File: src/rtl/ace_snoop_responder.sv
// ACE snoop responder: accepts one AC snoop, looks the line up in the L1, answers on CR/CD and updates line state.
// Optional feature: define ACE_SNOOP_RESPONDER_ERR_EN to flag unsupported snoop codes with the CR Error bit.

package ace_snoop_responder_pkg;
  localparam int unsigned AcAddrWidth    = 32;
  localparam int unsigned CdDataWidth    = 64;
  localparam int unsigned CacheLineWidth = 256;

  typedef struct packed {
    logic                   ac_valid;
    logic [AcAddrWidth-1:0] ac_addr;
    logic [3:0]             ac_snoop;
    logic                   cr_ready;
    logic                   cd_ready;
  } snoop_req_t;

  typedef struct packed {
    logic                   ac_ready;
    logic                   cr_valid;
    logic [4:0]             cr_resp;
    logic                   cd_valid;
    logic [CdDataWidth-1:0] cd_data;
    logic                   cd_last;
  } snoop_resp_t;
endpackage

module ace_snoop_responder #(
  parameter int unsigned AddrWidth = ace_snoop_responder_pkg::AcAddrWidth,
  parameter int unsigned DataWidth = ace_snoop_responder_pkg::CdDataWidth,
  parameter int unsigned LineWidth = ace_snoop_responder_pkg::CacheLineWidth
) (
  input  logic                                 clk_i,
  input  logic                                 rst_i,
  input  ace_snoop_responder_pkg::snoop_req_t  snoop_req_i,
  output ace_snoop_responder_pkg::snoop_resp_t snoop_resp_o,
  output logic                                 lookup_req_o,
  output logic [AddrWidth-1:0]                 lookup_addr_o,
  input  logic                                 lookup_gnt_i,
  input  logic                                 lookup_valid_i,
  input  logic                                 lookup_hit_i,
  input  logic                                 lookup_dirty_i,
  input  logic                                 lookup_shared_i,
  input  logic [LineWidth-1:0]                 lookup_data_i,
  output logic                                 upd_valid_o,
  output logic [1:0]                           upd_op_o,
  output logic [AddrWidth-1:0]                 upd_addr_o,
  input  logic                                 upd_ready_i
);

  localparam int unsigned Beats     = LineWidth / DataWidth;
  localparam int unsigned BeatWidth = (Beats > 1) ? $clog2(Beats) : 1;
  localparam int unsigned BeatShift = $clog2(DataWidth / 8);
  localparam logic [AddrWidth-1:0] LineMask = AddrWidth'(LineWidth / 8 - 1);
  localparam logic [AddrWidth-1:0] BeatMask = AddrWidth'(Beats - 1);
  localparam logic [BeatWidth-1:0] LastBeat = BeatWidth'(Beats - 1);

  typedef enum logic [1:0] {IDLE, LOOKUP, WAIT, RESP} state_e;

  typedef enum logic [1:0] {
    UPD_NONE        = 2'd0,
    UPD_INVALIDATE  = 2'd1,
    UPD_MAKE_SHARED = 2'd2,
    UPD_CLEAN       = 2'd3
  } upd_op_e;

  typedef enum logic [3:0] {
    SNP_READ_ONCE     = 4'b0000,
    SNP_READ_SHARED   = 4'b0001,
    SNP_READ_CLEAN    = 4'b0010,
    SNP_READ_NSD      = 4'b0011,
    SNP_READ_UNIQUE   = 4'b0111,
    SNP_CLEAN_SHARED  = 4'b1000,
    SNP_CLEAN_INVALID = 4'b1001,
    SNP_MAKE_INVALID  = 4'b1101
  } snoop_e;

  state_e                          state_q, state_d;
  logic [AddrWidth-1:0]            addr_q;
  logic [3:0]                      snoop_q;
  logic [Beats-1:0][DataWidth-1:0] line_q;
  logic [4:0]                      resp_q;
  upd_op_e                         op_q;
  logic                            cr_pend_q, cd_pend_q, upd_pend_q;
  logic [BeatWidth-1:0]            beat_idx_q, beat_cnt_q;

  logic [AddrWidth-1:0] line_addr;
  logic [BeatWidth-1:0] start_beat;
  logic                 cr_hs, cd_hs, upd_hs, cd_last, resp_done;
  logic                 dec_dt, dec_pd, dec_is, dec_unsup;
  upd_op_e              dec_op, next_op;
  logic [4:0]           next_resp;

  assign line_addr  = addr_q & ~LineMask;
  assign start_beat = BeatWidth'((addr_q >> BeatShift) & BeatMask);
  assign cd_last    = cd_pend_q && (beat_cnt_q == LastBeat);
  assign cr_hs      = cr_pend_q && snoop_req_i.cr_ready;
  assign cd_hs      = cd_pend_q && snoop_req_i.cd_ready;
  assign upd_hs     = upd_pend_q && upd_ready_i;
  assign resp_done  = (!cr_pend_q || cr_hs) && (!cd_pend_q || (cd_hs && cd_last)) &&
                      (!upd_pend_q || upd_hs);

  // CR response and state update for the stored snoop, from the live lookup result.
  always_comb begin
    // NOTE: every combinational output gets a default first so no path leaves it unassigned (no latch).
    dec_dt    = 1'b0;
    dec_pd    = 1'b0;
    dec_is    = 1'b0;
    dec_unsup = 1'b0;
    dec_op    = UPD_NONE;
    case (snoop_q)
      SNP_READ_ONCE: begin
        dec_dt = 1'b1;
        dec_is = 1'b1;
      end
      SNP_READ_SHARED, SNP_READ_CLEAN, SNP_READ_NSD: begin
        dec_dt = 1'b1;
        dec_is = 1'b1;
        dec_op = UPD_MAKE_SHARED;
      end
      SNP_READ_UNIQUE: begin
        dec_dt = 1'b1;
        dec_pd = lookup_dirty_i;
        dec_op = UPD_INVALIDATE;
      end
      SNP_CLEAN_SHARED: begin
        dec_dt = lookup_dirty_i;
        dec_pd = lookup_dirty_i;
        dec_is = 1'b1;
        dec_op = lookup_dirty_i ? UPD_CLEAN : UPD_NONE;
      end
      SNP_CLEAN_INVALID: begin
        dec_dt = lookup_dirty_i;
        dec_pd = lookup_dirty_i;
        dec_op = UPD_INVALIDATE;
      end
      SNP_MAKE_INVALID: dec_op = UPD_INVALIDATE;
      default:          dec_unsup = 1'b1;
    endcase

    next_resp = '0;
    next_op   = UPD_NONE;
    if (dec_unsup) begin
`ifdef ACE_SNOOP_RESPONDER_ERR_EN
      next_resp = 5'b00010;
`else
      next_resp = 5'b00000;
`endif
    end else if (lookup_hit_i) begin
      next_resp = {~lookup_shared_i, dec_is, dec_pd, 1'b0, dec_dt};
      next_op   = dec_op;
    end
  end

  // NOTE: sequential state uses non-blocking assignments so every register samples pre-edge values.
  always_ff @(posedge clk_i) begin
    if (rst_i) state_q <= IDLE;
    else       state_q <= state_d;
  end

  always_comb begin
    state_d      = state_q;
    lookup_req_o = 1'b0;
    snoop_resp_o = '0;
    case (state_q)
      IDLE:    if (snoop_req_i.ac_valid) state_d = LOOKUP;
      LOOKUP: begin
        lookup_req_o = 1'b1;
        if (lookup_gnt_i) state_d = WAIT;
      end
      WAIT:    if (lookup_valid_i) state_d = RESP;
      RESP:    if (resp_done) state_d = IDLE;
      default: state_d = IDLE;
    endcase
    snoop_resp_o.ac_ready = (state_q == IDLE);
    snoop_resp_o.cr_valid = cr_pend_q;
    snoop_resp_o.cr_resp  = resp_q;
    snoop_resp_o.cd_valid = cd_pend_q;
    snoop_resp_o.cd_data  = line_q[beat_idx_q];
    snoop_resp_o.cd_last  = cd_last;
  end

  // NOTE: the line buffer is a plain register and is cleared on reset so every payload reads 0 after reset.
  always_ff @(posedge clk_i) begin
    if (rst_i) begin
      addr_q     <= '0;
      snoop_q    <= '0;
      line_q     <= '0;
      resp_q     <= '0;
      op_q       <= UPD_NONE;
      cr_pend_q  <= 1'b0;
      cd_pend_q  <= 1'b0;
      upd_pend_q <= 1'b0;
      beat_idx_q <= '0;
      beat_cnt_q <= '0;
    end else begin
      if (state_q == IDLE && snoop_req_i.ac_valid) begin
        addr_q  <= snoop_req_i.ac_addr;
        snoop_q <= snoop_req_i.ac_snoop;
      end
      if (state_q == WAIT && lookup_valid_i) begin
        line_q     <= lookup_data_i;
        resp_q     <= next_resp;
        op_q       <= next_op;
        cr_pend_q  <= 1'b1;
        cd_pend_q  <= next_resp[0];
        upd_pend_q <= (next_op != UPD_NONE);
        beat_idx_q <= start_beat;
        beat_cnt_q <= '0;
      end
      if (cr_hs) cr_pend_q <= 1'b0;
      // Critical word first: the index wraps at the line end, the count marks the last beat.
      if (cd_hs) begin
        beat_idx_q <= (beat_idx_q == LastBeat) ? '0 : beat_idx_q + 1'b1;
        beat_cnt_q <= beat_cnt_q + 1'b1;
        if (cd_last) cd_pend_q <= 1'b0;
      end
      if (upd_hs) upd_pend_q <= 1'b0;
    end
  end

  assign lookup_addr_o = line_addr;
  assign upd_valid_o   = upd_pend_q;
  assign upd_op_o      = op_q;
  assign upd_addr_o    = line_addr;

endmodule

File: config.mk
export PLATFORM = sky130hd
export DESIGN_NAME = ace_snoop_responder
export DESIGN_NICKNAME = d
export VERILOG_FILES = /design/src/rtl/ace_snoop_responder.sv
export SDC_FILE = /design/constraint.sdc
export NUM_CORES = 1
export LEC_CHECK = 0
export ABC_AREA = 1
export BUFFER_PORTS_ARGS = -buffer_cell sky130_fd_sc_hd__buf_4
export CAP_MARGIN = 20
export CORE_ASPECT_RATIO = 1.2
export CORE_UTILIZATION = 25
export DETAILED_ROUTE_END_ITERATION = 12
export GPL_TIMING_DRIVEN = 0
export PLACE_DENSITY = 0.43
export SLEW_MARGIN = 5
export SYNTH_ARGS = -nofsm -noshare
export SYNTH_HDL_FRONTEND = slang
export SYNTH_SLANG_ARGS = --single-unit
File: constraint.sdc
create_clock -name clk_i -period 3.5 [get_ports clk_i]
set_clock_uncertainty 0.05 [all_clocks]
set_input_delay 0.7 -clock clk_i [delete_from_list [all_inputs] [get_ports clk_i]]
set_output_delay 0.7 -clock clk_i [all_outputs]
set_load 0.02 [all_outputs]
==> metrics.txt, run 1 <==
final hold violation count 0; Worst R2R Start state_q[0]; Crit Path Class reg -> out; post-synth cell types 25; via count around 13000; R2R Path End line_q[1]; first-pass GRT wire length between 80000 and 90000 um; dpl cells approximately 3000; sequential share of the synthesized area 0.466; RePlAce Congestion roughly 0.83; final net count ~2600; Synth Register Bits around 300; Worst-Skew Late Latency 0.55 ns; Reg2Reg Depth 7; clk buf depth 3; clk slew on worst S/H paths ~0.06 ns; layout cells sized above 1 0.270; DR pass1 iterations 5; IO Count between 400 and 500; area leader, netlist dfxtp_1; Yosys top cell area share 0.466; Port Buffers roughly 430; Post-Layout Cell Count 2998; Die Height around 250 um; final hold slack roughly 0.34 ns; num rows a little over 90; DR iter-0 viols 813; CTS sink count about 300; Req. time, crit path between 2 and 3 ns; Peak VDD IR between 0.2 and 0.3 mV; Die Span X 211 um; FMAX just over 300 MHz; WL final 56300 um; main area contributors after synthesis dfxtp_1, nor2_1, o21ai_0, buf_4, o21ai_1; Cell Pwr Density just over 700 nW/um2; critical path launch point type register; Critical Path Most Common Cell buf_4; n_diodes 0; post_cts resized 1; area added between synthesis and finish 40.6%; vias in the first global route between 10000 and 15000; pin count of the biggest net entering global routing 13; CP Capture Point snoop_resp_o[12]; final setup fails 0; hold crit path type in -> reg; Routed Antenna Nets 0; Place WS between 0.5 and 0.6 ns; root buf cell clkbuf_16; commonest non-fill, non-tap cell in the layout nor2_1; critical path launch point beat_idx_q[0]; hold depth 3; CORE AREA between 50000 and 60000 um2; Final period util 0.939; setup TNS 0 ns; routed vias/inst roughly 4.5; Worst-Margin Slew 0.694 ns; crit-path cells buf_4 -> clkbuf_1 -> nor2_1 -> o22ai_1 -> buf_4; GR Util All Layers 0.207; fillcell total about 5700; maxcap violations 0; outcome finished clean; HPWL Detailed around 44000 um; starting density of the core 0.254; final worst slack approximately 0.21 ns; CTS hold repair buffers 0; DR WL/cell around 19 um; min cycle time layout around 3.3 ns; total gr overflow 0; Leak Pwr about 8.0 nW; die area between 50000 and 60000 um2; Synth Cell Area 13100 um2; max-slew violation count 0; Syn Area/Cell 7.25 um2; Worst Setup End Kind primary output; Slew HR 0.537; RSZ-0062 raised after global routing false; CTS tree built; CP arrival 2.54 ns; critical path's slowest cell dfxtp_1; initial antenna violation count 3; depth of the CTS H-tree 2; drt drc 0; YS warnings 0; crit-path max cell delay around 0.62 ns; Post-CTS Setup Inserts 0; Cells after Synth 1800; largest fanout on the critical path 10; commonest non-fill, non-tap cells in the layout nor2_1, buf_4, o21ai_0; flop2flop setup slack approximately 1.3 ns; TritonCTS Buffers 37
## worst max-delay path: cells and delay by family (launching register included)
kind,cells,cell delay [ns]
buffers and inverters,3,1.03
DFF,1,0.62
AOI/OAI and AO/OA,1,0.22
and+or+nand+nor,1,0.11
## synthesized netlist by cell type (all sizes together)
library cell  number
nor2             710
o21ai            422
dfxtp            304
buf              131
clkbuf            75
o22ai             65
nand2             28
inv               21
a21oi             15
nand3             12
ha                 6
nand4              4
a31oi              2
a21boi             1
conb               1
nand3b             1
o21a               1
o221ai             1
## state kept, by name, summed over array words and instances, names as in the netlist
register and flops:
line_q 256, addr_q 29, cr_pend_q 1, state_q 2, resp_q 4, beat_cnt_q 2, snoop_q 4, upd_valid_o 1
cd_pend_q 1, upd_op_o 2, beat_idx_q 2
## report_power, final
| part | switching, mW | total, mW | internal, mW | leakage [nW] |
|---|---|---|---|---|
| Clock | 1.56 | 3.77 | 2.22 | 0.574 |
| Sequential | 0.429 | 4.63 | 4.20 | 2.47 |
| Combinational | 2.72 | 4.65 | 1.93 | 4.92 |
## cell families (layout without fill, tap and decap cells)
family | after synthesis | count (layout) | synth area share
AND/OR/NAND/NOR | 755 | 755 | 0.220
buffers and inverters | 227 | 718 | 0.107
AO/OA/AOI/OAI | 507 | 507 | 0.201
other | 1 | 11 | 0.000287
flip-flops | 304 | 304 | 0.466
adder cells (fa/ha/maj) | 6 | 6 | 0.00575
## area by class of cell
class,instances,area [um2],area share
Timing Repair Buffer,429,3220,0.175
Inverter,21,81.3,0.00443
Clock inverter,7,43.8,0.00239
Multi-Input combinational cell,1279,5620,0.306
Clock buffer,55,1130,0.0613
Buffer,206,1310,0.0715
Sequential cell,304,6090,0.331
Tap cell,697,872,0.0475
## worst min-delay path by stage
| stage | startpoint | end | slack (ns) |
|---|---|---|---|
| 2_1_floorplan | beat_cnt_q[0] | beat_cnt_q[0] | 0.38 |
| 3_3_place_gp | beat_cnt_q[0] | beat_cnt_q[0] | 0.40 |
| 3_5_place_dp | upd_op_o[0] | upd_op_o[0] | 0.41 |
| 4_1_cts | lookup_data_i[231] | line_q[231] | 0.31 |
| 5_1_grt | lookup_data_i[252] | line_q[252] | 0.33 |
| 6_report | lookup_data_i[252] | line_q[252] | 0.34 |
## through the flow
stage | area (um2) | total power, mW | utilization
global placement | 17200 | 9.36 | 0.334
finish | 18400 | 13.1 | 0.357
global route | 18400 | 13.9 | 0.357
CTS | 18400 | 13.2 | 0.357
floorplan | 13100 | 7.48 | -
detailed placement | 17200 | 9.41 | 0.334
## routing by layer
metal / vias to the layer above / GRT usage / part of all wire
met1: 6274 / 0.256 / 0.44
met2: 339 / 0.373 / 0.50
met5: - / 0 / 0
li1: 6790 / - / -
met4: 0 / 0.0480 / 0.018
met3: 50 / 0.0321 / 0.042
(Power assumes the default switching activity.)
==> run 2: changes to the inputs <==
- SLEW_MARGIN: 5 -> unset
- clock period: 3.5 -> 4.1 ns (I/O delays scaled with it)
==> metrics.txt, run 2 (synthesized netlist as in run 1, its figures left out) <==
root buf cell clkbuf_16; WL final 56300 um (about the same); setup TNS 0 ns (unchanged); final hold slack 0.417 ns (+0.0803 ns); Worst-Margin Slew 0.694 ns (unchanged); layout cells sized above 1 0.270 (-0.000435); CTS tree built; fillcell total 5649 (-0.035%); critical path's slowest cell dfxtp_1; outcome finished clean; Die Span X 211 um (unchanged); routed vias/inst 4.49 (about the same); starting density of the core 0.254 (unchanged); Worst-Skew Late Latency 0.55 ns (about the same); largest registers line_q x256, addr_q x29; Leak Pwr 7.96 nW (about the same); IO Count 444 (unchanged); Peak VDD IR 0.241 mV (-15%); Critical Path Most Common Cell buf_4; Cell Pwr Density 607 nW/um2 (-15%); RePlAce Congestion 0.833 (unchanged); clk slew on worst S/H paths 0.06 ns (about the same); crit-path cells buf_4 -> clkbuf_1 -> nor2_1 -> o22ai_1 -> buf_4; area added between synthesis and finish 40.6% (about the same); Req. time, crit path 3.23 ns (+0.48 ns); Port Buffers 429 (unchanged); first-pass GRT wire length 82000 um (unchanged); initial antenna violation count 3 (unchanged); commonest non-fill, non-tap cell in the layout nor2_1; critical path launch point type register; GR Util All Layers 0.207 (unchanged); Finished Cell Area 18400 um2 (about the same); HPWL Detailed 44000 um (unchanged); hold crit path type reg -> reg; die area 53200 um2 (unchanged); Routed Antenna Nets 0 (unchanged); depth of the CTS H-tree 2 (unchanged); Crit Path Class reg -> out; final setup fails 0 (unchanged); post_cts resized 0 (-1); Largest Register line_q; clk buf depth 3 (unchanged); DR pass1 iterations 5 (unchanged); via count 13500 (+0.037%); final net count 2587 (unchanged); FMAX between 200 and 300 MHz; area of the multi-input gates 5620 um2 (unchanged); vias in the first global route 13500 (unchanged); CP arrival 2.62 ns (+0.08 ns); num rows 91 (unchanged); FF/Latch Area 6090 um2 (unchanged); CTS hold repair buffers 0 (unchanged); drt drc 0 (unchanged); CORE AREA 51500 um2 (unchanged); pin count of the biggest net entering global routing 13 (unchanged); n_diodes 0 (unchanged); TritonCTS Buffers 37 (unchanged); Die Height 252 um (unchanged); Place WS 1.01 ns (+0.480 ns); maxcap violations 0 (unchanged); max FFs per register 256 (unchanged); Worst Setup End Kind primary output; Post-CTS Setup Inserts 0 (unchanged); Final period util 0.850; final hold violation count 0 (unchanged); DR iter-0 viols 813 (unchanged); RSZ-0062 raised after global routing false; largest fanout on the critical path 10 (unchanged); min cycle time layout between 3 and 4 ns; CTS sink count 304 (unchanged); max-slew violation count 0 (unchanged); total gr overflow 0 (unchanged); placed cell area 17200 um2 (unchanged); Power Total 11.1 mW (-15%); DR WL/cell 18.8 um (about the same); commonest non-fill, non-tap cells in the layout nor2_1, buf_4, o21ai_0; crit-path max cell delay 0.62 ns (about the same); final worst slack 0.614 ns (+0.402 ns); Slew HR 0.537 (unchanged)
==> run 2: worst paths after layout <==
kind                       from               end  slack (ns)  depth (start not counted)
setup / recovery  beat_idx_q[0]  snoop_resp_o[19]        0.61                          5
hold / removal      upd_op_o[0]       upd_op_o[0]        0.42                          2
setup reg to reg     state_q[0]         line_q[1]        1.90                          7
hold reg to reg     upd_op_o[0]       upd_op_o[0]        0.42                          2
==> run 2: area by class of cell <==
type | instances | share of cell area
Clock inverter | 7 | 0.00239
Tap cell | 697 | 0.0475
Inverter | 21 | 0.00443
Buffer | 206 | 0.0714
Clock buffer | 55 | 0.0613
Sequential cell | 304 | 0.332
Timing Repair Buffer | 429 | 0.175
Multi-Input combinational cell | 1279 | 0.306
==> run 2: per-stage QoR <==
step | utilization | instances
after CTS | 0.357 | 2998
after detailed placement | 0.334 | 2936
after floorplan | - | 1810
after global placement | 0.334 | 2936
after global routing | 0.357 | 2998
final | 0.357 | 2998
==> run 2: worst max-delay path: cells and delay by family, from the launching register on <==
kind / cells / cell delay (ns)
flops: 1 / 0.62
buf+inv: 3 / 1.06
compound gates: 1 / 0.24
simple gates: 1 / 0.13
==> run 2: power by group <==
group	internal, mW	switching [mW]	leakage (nW)
Combinational	1.65	2.32	4.91
Sequential	3.59	0.366	2.47
Clock	1.89	1.33	0.574
Total	7.13	4.02	7.96
==> run 2: per-layer routing <==
layer,GRT usage,share of wire
met2,0.373,0.50
met1,0.256,0.44
met5,0,0
met4,0.0480,0.018
met3,0.0321,0.042
